$ cat config.mk
export PLATFORM = sky130hd
export DESIGN_NAME = kbd_fifo
export DESIGN_NICKNAME = d
export VERILOG_FILES = /design/src/rtl/kbd_fifo.sv
export SDC_FILE = /design/constraint.sdc
export NUM_CORES = 1
export LEC_CHECK = 0
export CORE_ASPECT_RATIO = 0.9
export CORE_MARGIN = 8
export CORE_UTILIZATION = 59
export DETAILED_ROUTE_END_ITERATION = 8
export HOLD_SLACK_MARGIN = 0.02
export PLACE_DENSITY_LB_ADDON = 0.08
export SLEW_MARGIN = 10
export SYNTH_ARGS = -nofsm -noshare
export SYNTH_HDL_FRONTEND = slang
export SYNTH_SLANG_ARGS = --single-unit
$ cat constraint.sdc
create_clock -name clk -period 3.4 [get_ports clk]
set_clock_uncertainty 0.05 [all_clocks]
set_input_delay 0.34 -clock clk [delete_from_list [all_inputs] [get_ports clk]]
set_output_delay 0.34 -clock clk [all_outputs]
set_load 0.02 [all_outputs]
$ cat src/rtl/kbd_fifo.sv
// PS/2 keyboard event queue: decodes E0/F0 prefixes, buffers {ext,code} events
// and exposes them to the CPU through four I/O ports plus a level interrupt.
module kbd_fifo #(
  parameter int         DEPTH     = 16,
  parameter logic [7:0] PORT_DATA = 8'hFE,
  parameter logic [7:0] PORT_CNT  = 8'hFF,
  parameter logic [7:0] PORT_STAT = 8'hFC,
  parameter logic [7:0] PORT_CTRL = 8'hFD
) (
  input  logic       clk,
  input  logic       reset_n,
  input  logic [7:0] ps2_data,
  input  logic       ps2_data_en,
  input  logic [7:0] ps2_ascii,
  input  logic [7:0] port_a,
  input  logic [7:0] port_o,
  input  logic       port_w,
  input  logic       port_r,
  output logic [7:0] port_i,
  output logic       intr
);

  localparam int PW = $clog2(DEPTH);
  localparam int CW = PW + 1;

  typedef enum logic [1:0] {IDLE, BRK, EXT, EXT_BRK} pfx_t;

  pfx_t          state, state_next;
  logic [8:0]    mem [DEPTH];
  logic [PW-1:0] rd_ptr, wr_ptr;
  logic [CW-1:0] count, count_next;
  logic          ovf;
  logic [7:0]    ctrl;

  logic       is_ext, is_brk, is_pfx, is_noise, evt;
  logic       push_req, push, pop, overflow, flush, stat_rd;
  logic       empty, full;
  logic [7:0] code;
  logic [8:0] head;

  assign is_ext   = (state == EXT) || (state == EXT_BRK);
  assign is_brk   = (state == BRK) || (state == EXT_BRK);
  assign is_pfx   = (ps2_data == 8'hE0) || (ps2_data == 8'hF0);
  // Controller acknowledge/self-test bytes are only noise outside a prefix
  assign is_noise = (state == IDLE) &&
                    ((ps2_data == 8'hFA) || (ps2_data == 8'hAA) ||
                     (ps2_data == 8'hEE) || (ps2_data == 8'hFE));
  assign evt      = ps2_data_en && !is_pfx && !is_noise;
  assign code     = (ps2_ascii[7:4] == 4'hE) ? ps2_ascii : {is_brk, ps2_ascii[6:0]};

  assign empty    = (count == '0);
  assign full     = (count == CW'(DEPTH));
  assign flush    = port_w && (port_a == PORT_CTRL) && port_o[7];
  assign stat_rd  = port_r && (port_a == PORT_STAT);
  assign pop      = port_r && (port_a == PORT_DATA) && !empty;
  assign push_req = evt && !(is_brk && !ctrl[0]);
  // A simultaneous pop frees a slot, so a full queue still accepts the push
  assign push     = push_req && (!full || pop);
  assign overflow = push_req && full && !pop;

  always_comb begin
    state_next = state;
    if (flush) begin
      state_next = IDLE;
    end else if (ps2_data_en) begin
      if (ps2_data == 8'hE0) begin
        if (state == IDLE)     state_next = EXT;
        else if (state == BRK) state_next = EXT_BRK;
      end else if (ps2_data == 8'hF0) begin
        if (state == IDLE)     state_next = BRK;
        else if (state == EXT) state_next = EXT_BRK;
      end else if (!is_noise) begin
        state_next = IDLE;
      end
    end
  end

  always_comb begin
    count_next = count;
    if (flush)              count_next = '0;
    else if (push && !pop)  count_next = count + CW'(1);
    else if (pop && !push)  count_next = count - CW'(1);
  end

  always_ff @(posedge clk or negedge reset_n) begin
    if (!reset_n) begin
      state  <= IDLE;
      rd_ptr <= '0;
      wr_ptr <= '0;
      count  <= '0;
      ovf    <= 1'b0;
      ctrl   <= 8'h01;
      intr   <= 1'b0;
    end else begin
      state <= state_next;
      count <= count_next;
      if (flush) begin
        rd_ptr <= '0;
        wr_ptr <= '0;
      end else begin
        if (pop)  rd_ptr <= rd_ptr + PW'(1);
        if (push) wr_ptr <= wr_ptr + PW'(1);
      end
      if (flush)         ovf <= 1'b0;
      else if (overflow) ovf <= 1'b1;
      else if (stat_rd)  ovf <= 1'b0;
      if (port_w && (port_a == PORT_CTRL)) ctrl <= {1'b0, port_o[6:0]};
      intr <= ctrl[1] && (count_next != '0);
    end
  end

  // Queue storage carries no reset; occupancy is tracked by count alone
  always_ff @(posedge clk) begin
    if (push && !flush) mem[wr_ptr] <= {is_ext, code};
  end

  assign head = mem[rd_ptr];

  always_comb begin
    if (port_a == PORT_DATA)      port_i = empty ? 8'h00 : head[7:0];
    else if (port_a == PORT_CNT)  port_i = 8'(count);
    else if (port_a == PORT_STAT) port_i = {4'b0, !empty && head[8], ovf, full, !empty};
    else if (port_a == PORT_CTRL) port_i = ctrl;
    else                          port_i = 8'hFF;
  end

endmodule

==> summary.md, run 1 <==
| Metric | Value |
|---|---|
| Status | `finished, final reports clean` |
| Hpwl dp | `10.5 mm` |
| Leak | `2.94 nW` |
| Critical Path RT | `3.01 ns` |
| H-tree level count | `4` |
| Ranking of synthesized cells by area | `edfxtp_1 (60%), mux4_2 (14%), dfrtp_1 (8.0%)` |
| Rel. slew slack | `62.0%` |
| Clock sinks | `168` |
| Crit path kind | `reg2out` |
| #FFs+latches synth | `168` |
| Residual DRC | `0` |
| Initial Util | `60.0%` |
| Filler cells | `720` |
| GPL Wtd Cong | `0.796` |
| Hold-fix buffers, CTS | `0` |
| Post-route setup TNS | `0 ns` |
| CP Cell Sequence | `buf_4, mux4_2, mux4_2, nand2_1, nand2_1, a221o_1, dlygate4sd2_1` |
| Synthesized area per cell | `17.5 µm²` |
| Final Hold Viols | `0` |
| Routed Antenna Nets | `0` |
| Mapped Cells | `410` |
| Hold Path Class | `in2async` |
| Worst vdd ir | `0.000529 V` |
| Largest net degree at the start of global routing | `25` |
| Final Slew Violations | `0` |
| GRT Residual Overflow | `0` |
| Ys async rst share | `14.3%` |
| CTS buffer count | `17` |
| Detailed-router iteration count before antenna repair | `4` |
| Total of max-cap violations | `0` |
| IO Pins | `46` |
| Pwr/cell area | `621 nW/µm²` |
| Final Critical Period | `3.19 ns` |
| Seq/Total Area, Yosys | `68.8%` |
| RSZ-0062 raised after global routing | `false` |
| Launch point of the worst reg-to-reg path | `count[0]$_DFF_PN0_` |
| Register Area | `4930 µm²` |
| CP Data Arrival Time | `2.80 ns` |
| Layout area overhead | `19.2%` |
| Count of cell types in the netlist | `49` |
| Site Rows | `38` |
| Non-filler cells, final | `656` |
| Vias per std cell | `6.12` |
| WL per Instance | `24.3 µm` |
| Ant. Diodes | `0` |
| Full die area | `15900 µm²` |
| F_max | `313 MHz` |
| Share of post-route cells with drive strength above 1 | `26.6%` |
| Clk root buf | `clkbuf_16` |
| Yosys warnings | `0` |
| Vias post-DR | `4014` |
| DIE WIDTH | `132 µm` |
| Final setup vio count | `0` |
| Inst Count DP | `621` |
| Most common cell after layout, fill and taps aside | `edfxtp_1` |
| Leading area contributor after synthesis | `edfxtp_1` |
| Mapped Area | `7160 µm²` |
| First-pass GRT wire length | `24.4 mm` |
| Worst path max stage delay | `0.52 ns` |
| CTS tree | `yes` |
| Setup crit start kind | `register` |
| DRT iter0 DRCs | `480` |
| GRT Util Overall | `21.2%` |
| Synth Net Count | `455` |
| Die Y | `121 µm` |
| Fin crit share | `94.0%` |
| Most used DFF post-synth | `edfxtp_1` |
| Crit. End Element | `primary output` |
| IO buf count | `45` |
| Tightest Pin Transition | `0.569 ns` |
| Yosys top cell area share | `60.4%` |
| Initial antenna violation count | `0` |
| Vias in the first global route | `4104` |
| CP startpoint | `rd_ptr[0]$_DFFE_PN0P_` |
| Clk buf depth | `2` |
| Clk Latency, worst-skew pair | `0.42 ns` |
| Drt total wl | `15.9 mm` |
| Core area | `11900 µm²` |
| CP max FO | `6` |
| Final nets | `528` |
| Commonest non-fill, non-tap cells in the layout | `edfxtp_1 (144), mux4_2 (45), clkdlybuf4s50_1 (37)` |
| Post-synth EDFFs | `144` |
| Top Family by Delay on Critical Path | `multiplexers` |
| Clock slew at reported path FFs | `0.07 ns` |
| CP bufs+invs | `2` |
| CP max-delay cell | `mux4_2` |
| Area of the multi-input gates | `2080 µm²` |
## metal layers
layer | up-vias | global-route usage [%] | routed length [µm] | part of all wire (%)
met4 | 0 | 7.89 | 344 | 2.2
met1 | 2070 | 27.7 | 6490 | 41
met5 | - | 0 | 0 | 0
met2 | 165 | 33.6 | 7900 | 50
li1 | 1754 | - | - | -
met3 | 25 | 5.72 | 1210 | 7.6
## metrics by stage
| step | utilization, % | hold WS, ns | power [W] | instance area (µm²) | worst slack (ns) |
|---|---|---|---|---|---|
| after floorplan | - | -0.00559 | 0.00319 | 7160 | 0.741 |
| after global placement | 66.6 | 0.441 | 0.00349 | 7950 | 0.257 |
| after detailed placement | 66.6 | 0.447 | 0.00352 | 7950 | 0.248 |
| after CTS | 71.5 | 0.236 | 0.00533 | 8530 | 0.00469 |
| after global routing | 71.5 | 0.247 | 0.00551 | 8540 | 0.0815 |
| final | 71.5 | 0.232 | 0.00530 | 8540 | 0.205 |
## cell type report
type | count | area share (%)
sequential | 168 | 57.8
multi-input combinational | 207 | 24.3
timing repair buffer | 78 | 8.63
clock buffer | 17 | 4.98
tap | 160 | 2.35
clock inverter | 15 | 1.48
inverter | 11 | 0.484
## cell usage after synthesis, drive strengths merged, types with 5 or more instances
library cell,count
edfxtp,144
mux4,45
nand2,30
nor2,27
dfrtp,23
buf,13
clkbuf,11
inv,11
a21oi,10
ha,8
mux2,8
nand3,8
o21ai,7
mux2i,6
nand2b,6
nor3,6
xnor2,5
## sequential cells by signal, summed over array words and instances (netlist names)
name and count:
wr_ptr 4, state 2, mem 144, ovf 1, intr 1, count 5, rd_ptr 4, ctrl 7
## timing repair
action	in CTS	in global routing
setup endpoints to repair	8	3
resized for setup	7	3
buffers inserted	3	0
## kinds of logic after synthesis
logic type / count (synthesis) / share of synthesized area [%]
buffers and inverters: 35 / 2.25
AND/OR/NAND/NOR: 99 / 7.16
multiplexers: 59 / 16.2
XOR/XNOR: 9 / 1.10
flip-flops: 168 / 68.8
adder cells (fa/ha/maj): 8 / 1.40
AO/OA/AOI/OAI: 32 / 3.07
## report_power, final
group / internal (W) / switching (W) / leakage, nW
clock: 0.00101 / 0.000785 / 0.262
combinational: 0.000384 / 0.000469 / 1.08
sequential: 0.00249 / 0.000161 / 1.60
total: 0.00388 / 0.00141 / 2.94
## worst reg2reg max path, cell delays in order (launching register included)
cell and delay, ns:
dfrtp_1 0.46, inv_1 0.12, ha_1 0.22, nand2b_1 0.13, nor3_2 0.11, or2_1 0.36, a21boi_4 0.28, and2_4 0.22
nand2_2 0.09, nor2_1 0.26, buf_4 0.26
## worst paths after layout
path                                   endpoint  slack [ns]  cells past startpoint
max in group asynchronous   ctrl[0]$_DFFE_PN1P_        2.76                      2
hold reg to reg             ctrl[6]$_DFFE_PN0P_        0.46                      1
setup / recovery                      port_i[3]        0.21                      7
setup reg to reg           mem[15][2]$_DFFE_PP_        0.55                     10
hold / removal                   intr$_DFF_PN0_        0.23                      2
min in group clk            ctrl[0]$_DFFE_PN1P_        0.40                      3
Note: power is estimated with default switching activity, not from simulation.
==> inputs of run 2 (changes only) <==
--- a/config.mk
+++ b/config.mk
@@ -8,7 +8,9 @@
 export CORE_ASPECT_RATIO = 0.9
 export CORE_MARGIN = 8
 export CORE_UTILIZATION = 59
+export CTS_CLUSTER_SIZE = 8
 export DETAILED_ROUTE_END_ITERATION = 8
+export GPL_ROUTABILITY_DRIVEN = 0
 export HOLD_SLACK_MARGIN = 0.02
 export PLACE_DENSITY_LB_ADDON = 0.08
 export SLEW_MARGIN = 10
==> results of run 2 <==
Same layout as run 1: the final DEF is identical, and so are final timing and power.
==> inputs of run 3 (changes only) <==
--- a/config.mk
+++ b/config.mk
@@ -6,7 +6,7 @@
 export NUM_CORES = 1
 export LEC_CHECK = 0
 export CORE_ASPECT_RATIO = 0.9
-export CORE_MARGIN = 8
+export CORE_MARGIN = 2
 export CORE_UTILIZATION = 59
 export CTS_CLUSTER_SIZE = 8
 export DETAILED_ROUTE_END_ITERATION = 8
==> summary.md, run 3 (synthesis results as in run 1) <==
| Metric | Value |
|---|---|
| Status | `finished, final reports clean` |
| Final Hold Viols | `0` |
| GRT Residual Overflow | `0` |
| Residual DRC | `0` |
| Core area | `11900 µm²` |
| Crit path kind | `reg2out` |
| Die Y | `109 µm` |
| Setup crit start kind | `register` |
| Crit. End Element | `primary output` |
| Clock slew at reported path FFs | `0.06 ns` |
| Clk root buf | `clkbuf_16` |
| CTS tree | `yes` |
| Final Slew Violations | `0` |
| Commonest non-fill, non-tap cells in the layout | `edfxtp_1 (144), mux4_2 (45), clkdlybuf4s50_1 (37)` |
| Most common cell after layout, fill and taps aside | `edfxtp_1` |
| Initial Util | `60.0%` |
| GRT Util Overall | `26.4%` |
| Tightest Pin Transition | `0.689 ns` |
| Post-CTS Setup Inserts | `0` |
| Initial antenna violation count | `0` |
| First-pass GRT wire length | `23.7 mm` |
| Final Critical Period | `3.26 ns` |
| Share of post-route cells with drive strength above 1 | `26.8%` |
| Drt total wl | `15.9 mm` |
| Filler cells | `732` |
| Leak | `2.99 nW` |
| Largest Register | `mem` |
| Full die area | `13000 µm²` |
| Biggest regs | `mem (144), ctrl (7), count (5)` |
| Max reg flops | `144` |
| Power Total | `0.00558 W` |
| Vias per std cell | `6.02` |
| Worst vdd ir | `0.000553 V` |
| Routed Antenna Nets | `0` |
| Critical Path RT | `3.01 ns` |
| Layout area overhead | `20.3%` |
| H-tree level count | `4` |
| Ant. Diodes | `0` |
| R2R depth | `8` |
| Vias in the first global route | `3916` |
| Vias post-DR | `3952` |
| IO buf count | `45` |
| CP max FO | `14` |
| DIE WIDTH | `120 µm` |
| Clk Latency, worst-skew pair | `0.43 ns` |
| Clock sinks | `168` |
| CP Data Arrival Time | `2.87 ns` |
| Hold Path Class | `in2async` |
| Site Rows | `38` |
| Final nets | `529` |
| CTS buffer count | `17` |
| Total of max-cap violations | `0` |
| Final setup vio count | `0` |
| IO Pins | `46` |
| Pwr/cell area | `648 nW/µm²` |
| DRT iter0 DRCs | `407` |
| RSZ-0062 raised after global routing | `false` |
| F_max | `307 MHz` |
| Hpwl dp | `10.9 mm` |
| Clk buf depth | `2` |
| Largest net degree at the start of global routing | `36` |
| Detailed-router iteration count before antenna repair | `5` |
| Fin crit share | `95.8%` |
| WL per Instance | `24.2 µm` |
| Post-route setup TNS | `0 ns` |
| Rel. slew slack | `53.9%` |
[run 3: changes by cell type in the layout (fill, tap and decap cells not counted), sizes merged]
cell          previous run  this run
clkbuf                  17        19
dlygate4sd2              5         7
clkinvlp                 4         2
inv                     15        12
dlymetal6s2s             3         1
clkinv                   6         5
bufinv                   1         5
buf                     33        34
[run 3: worst max-delay path, cell delays in order, from the launching register on]
cell	delay, ns
dfrtp_2	0.44
buf_12	0.20
mux4_2	0.55
mux4_2	0.49
nand2_1	0.08
nand2_1	0.06
a221o_1	0.28
dlygate4sd2_1	0.33
[run 3: what timing repair did]
action	in CTS	in global routing
resized for setup	7	1
hold buffers	0	0
endpoints found under the setup margin	7	1
[run 3: power breakdown]
part / switching [W] / total (W) / internal (W)
Sequential: 0.000172 / 0.00266 / 0.00249
Clock: 0.000771 / 0.00207 / 0.00130
Combinational: 0.000463 / 0.000850 / 0.000387
Total: 0.00141 / 0.00558 / 0.00418
[run 3: final cells by class]
type,count,area (µm²),share of cell area (%)
tap,160,200,2.32
multi-input combinational,207,2080,24.1
clock inverter,13,203,2.35
clock buffer,19,433,5.02
inverter,11,41.3,0.479
timing repair buffer,79,737,8.55
sequential,168,4930,57.2
[run 3: routing by layer]
metal / track usage (%) / up-vias / routed length [µm]
li1: - / 1748 / -
met1: 37.2 / 2064 / 6650
met2: 41.2 / 126 / 8150
met3: 7.54 / 14 / 929
met4: 6.81 / 0 / 177
met5: 0 / - / 0
[run 3: path summary, 6_finish.rpt]
kind	startpoint	to	slack [ns]
worst max register to register	state[1]$_DFFE_PN0P_	mem[6][6]$_DFFE_PP_	0.53
worst min register to register	ctrl[4]$_DFFE_PN0P_	ctrl[4]$_DFFE_PN0P_	0.46
worst min-delay path	reset_n	count[2]$_DFF_PN0_	0.23
max in group asynchronous	reset_n	ctrl[0]$_DFFE_PN1P_	2.76
worst max-delay path	rd_ptr[0]$_DFFE_PN0P_	port_i[3]	0.14
min in group clk	port_o[0]	ctrl[0]$_DFFE_PN1P_	0.39
[run 3: per-stage QoR]
stage | worst slack (ns) | std cells | hold slack (ns) | cell area [µm²] | util [%]
after floorplan | 0.741 | 410 | -0.00559 | 7160 | -
after global placement | 0.245 | 625 | 0.441 | 7990 | 66.9
after detailed placement | 0.206 | 625 | 0.446 | 7990 | 66.9
after CTS | 0.0183 | 657 | 0.234 | 8610 | 72.2
after global routing | 0.0305 | 657 | 0.241 | 8620 | 72.2
final | 0.142 | 657 | 0.228 | 8620 | 72.2
